[config.mk]
export PLATFORM = sky130hd
export DESIGN_NAME = fifo_uart_tx
export DESIGN_NICKNAME = d
export VERILOG_FILES = /design/src/rtl/uart_pkg.sv /design/src/rtl/uart_bit_timer.sv /design/src/rtl/fifo_uart_tx.sv
export SDC_FILE = /design/constraint.sdc
export NUM_CORES = 1
export LEC_CHECK = 0
export BUFFER_PORTS_ARGS = -buffer_cell sky130_fd_sc_hd__buf_2
export CAP_MARGIN = 20
export CORE_MARGIN = 2
export CORE_UTILIZATION = 49
export CTS_CLUSTER_DIAMETER = 60
export DETAILED_ROUTE_END_ITERATION = 6
export HOLD_SLACK_MARGIN = 0.02
export PLACE_DENSITY = 0.74
export SYNTH_ARGS = -nofsm -noshare
export SYNTH_HDL_FRONTEND = slang
export SYNTH_HIERARCHICAL = 1
export SYNTH_SLANG_ARGS = --single-unit
[constraint.sdc]
create_clock -name clk -period 1.9 [get_ports clk]
set_clock_uncertainty 0.2 [all_clocks]
set_input_delay 0.19 -clock clk [delete_from_list [all_inputs] [get_ports clk]]
set_output_delay 0.19 -clock clk [all_outputs]
set_load 0.02 [all_outputs]
[src/rtl/uart_pkg.sv]
// Shared definitions for the UART transmit path and the future receive block.
package uart_pkg;

  typedef enum logic [2:0] {
    IDLE  = 3'd0,
    POP   = 3'd1,
    CAPT  = 3'd2,
    START = 3'd3,
    DATA  = 3'd4,
    STOP  = 3'd5
  } uart_state_e;

  localparam logic TX_IDLE   = 1'b1;
  localparam logic START_BIT = 1'b0;
  localparam logic STOP_BIT  = 1'b1;

  localparam int CLKS_PER_BIT_DEFAULT = 10;
  localparam int DATA_W_DEFAULT       = 8;

endpackage

[src/rtl/uart_bit_timer.sv]
// Baud-period timer: bit_end marks the last clk of every bit period while running.
module uart_bit_timer
  import uart_pkg::*;
#(
  parameter int CLKS_PER_BIT = CLKS_PER_BIT_DEFAULT
) (
  input  logic clk,
  input  logic rst,
  input  logic restart,
  output logic bit_end
);

  localparam int              CNT_W    = $clog2(CLKS_PER_BIT);
  localparam logic [CNT_W-1:0] LAST_CNT = CNT_W'(CLKS_PER_BIT - 1);

  logic [CNT_W-1:0] cnt;

  // NOTE: sequential state uses non-blocking assignments so every flop samples pre-edge values.
  always_ff @(posedge clk) begin
    if (rst || restart) begin
      cnt <= '0;
    end else if (bit_end) begin
      cnt <= '0;
    end else begin
      cnt <= cnt + 1'b1;
    end
  end

  assign bit_end = (cnt == LAST_CNT);

endmodule

[src/rtl/fifo_uart_tx.sv]
// Pops bytes from a registered-read FIFO and sends each one as an 8N1 UART frame.
module fifo_uart_tx
  import uart_pkg::*;
#(
  parameter int CLKS_PER_BIT = CLKS_PER_BIT_DEFAULT,
  parameter int DATA_W       = DATA_W_DEFAULT
) (
  input  logic              clk,
  input  logic              rst,
  input  logic              en,
  input  logic              fifo_empty,
  input  logic [DATA_W-1:0] fifo_data,
  output logic              fifo_rd,
  output logic              tx,
  output logic              busy,
  output logic              byte_done
);

  localparam int               IDX_W    = (DATA_W > 1) ? $clog2(DATA_W) : 1;
  localparam logic [IDX_W-1:0] LAST_IDX = IDX_W'(DATA_W - 1);

  logic [2:0]        state;
  logic [DATA_W-1:0] shreg;
  logic [IDX_W-1:0]  bit_idx;
  logic              tx_q;
  logic              bit_end;
  logic              timing;
  logic              pop_ok;

  // The baud timer only runs while a bit is on the line, so START always begins at count 0.
  assign timing = (state == START) || (state == DATA) || (state == STOP);
  assign pop_ok = en && !fifo_empty;

  uart_bit_timer #(
    .CLKS_PER_BIT(CLKS_PER_BIT)
  ) u_bit_timer (
    .clk    (clk),
    .rst    (rst),
    .restart(!timing),
    .bit_end(bit_end)
  );

  // NOTE: the shift register is a plain datapath register, but it is cleared on reset so a discarded byte never lingers.
  always_ff @(posedge clk) begin
    if (rst) begin
      state   <= IDLE;
      tx_q    <= TX_IDLE;
      shreg   <= '0;
      bit_idx <= '0;
    end else begin
      case (state)
        IDLE: begin
          if (pop_ok) state <= POP;
        end
        POP: begin
          state <= CAPT;
        end
        CAPT: begin
          shreg <= fifo_data;
          tx_q  <= START_BIT;
          state <= START;
        end
        START: begin
          if (bit_end) begin
            tx_q    <= shreg[0];
            shreg   <= shreg >> 1;
            bit_idx <= '0;
            state   <= DATA;
          end
        end
        DATA: begin
          // tx is loaded one edge ahead so the line changes exactly on the bit boundary.
          if (bit_end) begin
            if (bit_idx == LAST_IDX) begin
              tx_q  <= STOP_BIT;
              state <= STOP;
            end else begin
              tx_q    <= shreg[0];
              shreg   <= shreg >> 1;
              bit_idx <= bit_idx + 1'b1;
            end
          end
        end
        STOP: begin
          if (bit_end) state <= pop_ok ? POP : IDLE;
        end
        default: begin
          state <= IDLE;
          tx_q  <= TX_IDLE;
        end
      endcase
    end
  end

  assign tx        = tx_q;
  assign fifo_rd   = (state == POP);
  assign busy      = (state != IDLE);
  assign byte_done = (state == STOP) && bit_end;

endmodule

Word-level counts from Yosys, hierarchy flattened
Index checks and enable logic that the tools add are counted.
Widths: inputs -> output; s select.
{ "word_totals": {"register_bits": 19, "output_inout_bits": 4, "wordCells": 57} }
{ "classes": {"eq_ne": 13, "n_addsub": 2, "n_reduce_logical": 17, "bitwise_logic": 1, "muxes": 19} }
{ "ops": {"columns": ["op", "count"], "rows": [
  ["$mux 3", 8],
  ["$mux 8", 3],
  ["$pmux 8 s3", 1],
  ["$pmux 3 s6", 1],
  ["$ne 2x2->1 const B", 5],
  ["$eq 3x3->1 const B", 3],
  ["$reduce_and 4->1", 2],
  ["$eq 3x2->1 const B", 2],
  ["$pmux 3 s2", 1],
  ["$reduce_bool 3->1", 2],
  ["$reduce_and 5->1", 1],
  ["$add 4x1->4 const B", 1],
  ["$eq 4x4->1 const B", 1],
  ["$mux 1", 4],
  ["$pmux 1 s4", 1],
  ["$add 3x1->3 const B", 1],
  ["$eq 3x1->1 const B", 1],
  ["$logic_not 3->1", 1],
  ["$logic_or 1x1->1", 3],
  ["$reduce_and 3->1", 1],
  ["$reduce_or 3->1", 1],
  ["$logic_and 1x1->1", 2],
  ["$logic_not 1->1", 2],
  ["$ne 2x1->1 const B", 1],
  ["other kinds (3)", 3]
]} }

Depth between registers and ports, before layout
{ "logic_depth": {"ltp_word": 6, "depth_mapped": 8, "ltp_nobuf": 7} }

Cells and area by module
Netlist, hierarchy kept.
{ "modules_own_cells": {"columns": ["module", "seq_area_each_um2", "cells_each", "area_per_inst_um2", "instances"], "rows": [
  ["fifo_uart_tx", 300.3, 94, 840.8, 1],
  ["uart_bit_timer", 80.1, 16, 166.4, 1]
]} }

Worst setup path after synthesis
Ideal clock, no wire load.
{ "synth_path": {"path_kind": "reg-to-reg", "start": "reg u_bit_timer.cnt[0]", "end": "reg shreg[4]", "stages_incl_launch_ff": 8, "setup_time_ps": 79, "t_required_ps": 1621, "arrival_time_ps": 1590, "path_slack_ps": 30, "cell_sequence": "dfxtp_1 -> ha_1 -> and3b_1 -> nand4bb_1 -> o22ai_2 -> buf_6 -> nor2_1 -> a211oi_2"} }
{ "synth_between": {"elab_chain_len": 3} }
{ "synth_rtl": {"columns": ["item", "line_no", "source"], "rows": [
  ["start, declared", "uart_bit_timer.sv:16", "logic [CNT_W-1:0] cnt;"],
  ["start signal, assigned", "uart_bit_timer.sv:25", "cnt <= cnt + 1'b1;"],
  ["$eq 4x4->1 (*)", "uart_bit_timer.sv:29", "assign bit_end = (cnt == LAST_CNT);"],
  ["named net bit_end", "fifo_uart_tx.sv:26", "logic bit_end;"],
  ["$ne 2x2->1 (no line)", null, null],
  ["$reduce_and 4->1 (no line) (*)", null, null],
  ["end signal, assigned", "fifo_uart_tx.sv:59", "shreg <= fifo_data;"],
  ["end signal, assigned", "fifo_uart_tx.sv:66", "shreg <= shreg >> 1;"],
  ["end signal, assigned", "fifo_uart_tx.sv:79", "shreg <= shreg >> 1;"],
  ["end, declared", "fifo_uart_tx.sv:23", "logic [DATA_W-1:0] shreg;"]
]} }
The timed path passes the listed nets; every way through them passes the cells marked *.
A chain may end at the register's enable or synchronous reset.

Worst setup path in the final report
{ "layout_path": {"start": "reg u_bit_timer.cnt[1]", "end": "out byte_done"} }
{ "layout_between": {"elab_chain_len": 2} }
{ "layout_rtl": {"columns": ["item", "line_no", "source"], "rows": [
  ["$eq 4x4->1", "uart_bit_timer.sv:29", null],
  ["named net bit_end", "fifo_uart_tx.sv:26", null],
  ["$logic_and 1x1->1", "fifo_uart_tx.sv:98", "assign byte_done = (state == STOP) && bit_end;"],
  ["end, declared", "fifo_uart_tx.sv:16", "output logic byte_done"]
]} }
The timed path passes the listed nets, and every way through them passes these cells.

==> impl_metrics.env <==
export IMPL_clock_latency_ns=0.29
export IMPL_yosysSeqAreaShare_pct=37.8
export IMPL_area_growth_pct=29.7
export IMPL_maxSlewHeadroom_pct=76.9
export IMPL_worstMarginPinSlew_ns=0.347
export IMPL_drive_gt1_share_pct=39.0
export IMPL_core_area_sq_um=1940
export IMPL_path_cells="inv_2 -> ha_4 -> and3b_2 -> buf_6 -> nand2_4 -> nor2_4 -> buf_6"
export IMPL_die_w_um=49.3
export IMPL_pin_count=16
export IMPL_grt_overflow=0
export IMPL_netlist_instances=110
export IMPL_power_density_nw_per_um2=591
export IMPL_grt_use_total_pct=18.6
export IMPL_cts_sink_count=19
export IMPL_numPortBuffers=15
export IMPL_clk_pin_slew_worst_paths_ns=0.10
export IMPL_slowest_stage="dfxtp_2"
export IMPL_vias=878
export IMPL_wl_per_cell_um=13.0
export IMPL_crit_path_end_kind="output pin"
export IMPL_hpwlAfterDp_um=1460
export IMPL_cts_buffer_depth=2
export IMPL_setup_violations=0
export IMPL_crit_fanout=5
export IMPL_drt_first_pass_iters=4
export IMPL_rsz0062_at_grt="true"
export IMPL_pre_cts_slack_ns=0.0485
export IMPL_max_cap_violations=0
export IMPL_antenna_found_initial=0
export IMPL_min_period_ns=1.85
export IMPL_avgViaCountPerCell=5.39
export IMPL_postLayoutSetupSlackWorst_ns=0.0519
export IMPL_htree_num_levels=1
export IMPL_peakVddDrop_mv=0.481
export IMPL_drc=0
export IMPL_syn_nets=126
export IMPL_final_cell_mix="17 x dfxtp_1, 14 x nor2_1, 14 x buf_2"
export IMPL_fmax_ghz=0.541
export IMPL_slowest_delay_ns=0.34
export IMPL_clockRootBuffer="clkbuf_4"
export IMPL_grt_pass1_vias=807
export IMPL_leakage_nw=0.591
export IMPL_cts_made_buffers=3
export IMPL_die_y_um=49.3
export IMPL_synth_warnings=6
export IMPL_cts_tree="done"
export IMPL_wl_um=2120
export IMPL_synth_area_sq_um=1010
export IMPL_synth_cell_types=39
export IMPL_antenna_cells=0
export IMPL_hold_viol=0
export IMPL_nNetsFinal=153
export IMPL_ys_seq_elements=19
export IMPL_outcome="complete, no violations"
export IMPL_crit_arrival_ns=1.46
export IMPL_worstPathRequired_ns=1.51
export IMPL_worst_path_most_repeated_cell="buf_6"
export IMPL_min_period_over_period_pct=97.3
export IMPL_die_area_sq_um=2430
export IMPL_slew_violations=0
export IMPL_drtIter0Drc=17
export IMPL_gp_congestion=0.794
export IMPL_detail_route_antenna_nets=0
export IMPL_grt_max_degree=16
export IMPL_rows=16
export IMPL_cp_start_kind="flip-flop"
export IMPL_avgSynthCellArea_sq_um=9.16
export IMPL_final_common_cell="dfxtp_1"
export IMPL_grt_first_pass_wirelength_um=3410
export IMPL_path_class="flip-flop to output pin"
export IMPL_hold_path_class="input pin to flip-flop"
export IMPL_initial_core_util_pct=51.9
export IMPL_fin_util_pct=67.3
-- synth_stat cells --
master | instances | area [sq um]
nand3_1 | 3 | 15.0
o22ai_1 | 1 | 6.26
inv_1 | 5 | 18.8
inv_2 | 2 | 7.51
and2_1 | 2 | 12.5
ha_1 | 4 | 50.1
nor3b_1 | 1 | 7.51
o221ai_1 | 2 | 17.5
o32a_1 | 1 | 10.0
o21ai_0 | 1 | 5.00
clkbuf_1 | 1 | 3.75
xor2_1 | 1 | 8.76
o22ai_2 | 1 | 12.5
clkinv_1 | 1 | 3.75
mux2i_1 | 9 | 90.1
nor2b_1 | 1 | 6.26
nor3_1 | 3 | 15.0
buf_6 | 1 | 11.3
dfxtp_1 | 19 | 380
buf_2 | 2 | 10.0
a21oi_1 | 6 | 30.0
nand4bb_1 | 1 | 11.3
o21ai_1 | 2 | 10.0
or2_0 | 1 | 6.26
a211oi_2 | 3 | 37.5
nor2_8 | 1 | 20.0
a32oi_1 | 1 | 8.76
xnor2_1 | 1 | 8.76
nand2b_1 | 1 | 6.26
nand2_1 | 3 | 11.3
buf_1 | 1 | 3.75
mux2_1 | 1 | 11.3
nor4b_1 | 1 | 8.76
and3_1 | 1 | 6.26
nor3b_2 | 1 | 12.5
a211oi_1 | 4 | 30.0
and3b_1 | 2 | 17.5
or3_4 | 1 | 11.3
nor2_1 | 17 | 63.8
-- metrics by stage --
step	total power [W]	hold slack, ns	std cells	cell area (sq um)	TNS [ns]
after floorplan	0.000524	0.0628	110	1010	0
after global placement	0.000560	0.286	154	1150	0
after detailed placement	0.000564	0.291	154	1150	0
after CTS	0.000768	0.0358	159	1190	0
after global routing	0.000812	0.0480	163	1310	-0.0393
final	0.000772	0.0396	163	1310	0
-- power breakdown --
| part | leakage, nW | switching (W) | total, W | internal (W) |
|---|---|---|---|---|
| sequential | 0.155 | 0.0000166 | 0.000434 | 0.000418 |
| combinational | 0.420 | 0.0000716 | 0.000135 | 0.0000629 |
| clock | 0.0150 | 0.000122 | 0.000203 | 0.0000817 |
-- state kept, by name, summed over array words and instances, names as in the netlist --
signal / count
bit_idx: 3
shreg: 8
state: 3
tx: 1
u_bit_timer/cnt: 4
-- layout make-up --
class | count | area, sq um
Sequential cell | 19 | 383
Fill cell | 167 | 636
Timing Repair Buffer | 27 | 188
Tap cell | 27 | 33.8
Inverter | 8 | 30.0
Clock buffer | 4 | 26.3
Multi-Input combinational cell | 78 | 646
-- final timing paths --
path              slack (ns)                from  cells after the start   endpoint
setup / recovery        0.05  u_bit_timer/cnt[1]                      7  byte_done
hold / removal          0.04        fifo_data[7]                      4   shreg[7]
setup reg to reg        0.08  u_bit_timer/cnt[1]                      8   shreg[4]
hold reg to reg         0.31            shreg[0]                      2   shreg[0]
-- metal layers --
layer  GRT usage, %  wire, um  vias to the layer above  share of wire, %
met2           30.0      1020                       21                48
li1               -         -                      442                 -
met5              0         0                        -                 0
met3           3.99        76                        8               3.6
met4           13.8        73                        0               3.4
met1           21.4       948                      407                45
-- critical path: cells and delay by family, from the launching register on --
kind,cells,cell delay [ns]
adders and majority gates,1,0.11
buffers and inverters,3,0.32
and+or+nand+nor,3,0.40
DFF,1,0.34
-- repair_timing --
action                                  CTS  global route
pin swaps                                 1             3
setup buffers                             1             4
endpoints found under the setup margin    1            11
gates resized for setup                   3            18
hold buffers                              0             0
-- cells by family after synthesis --
logic type | share of synthesized area, %
AO/OA/AOI/OAI | 16.6
XOR/XNOR | 1.74
adder cells (fa/ha/maj) | 4.97
buffers and inverters | 5.84
flip-flops | 37.8
multiplexers | 10.1
AND/OR/NAND/NOR | 23.0
Note: power is estimated with default switching activity, not from simulation.
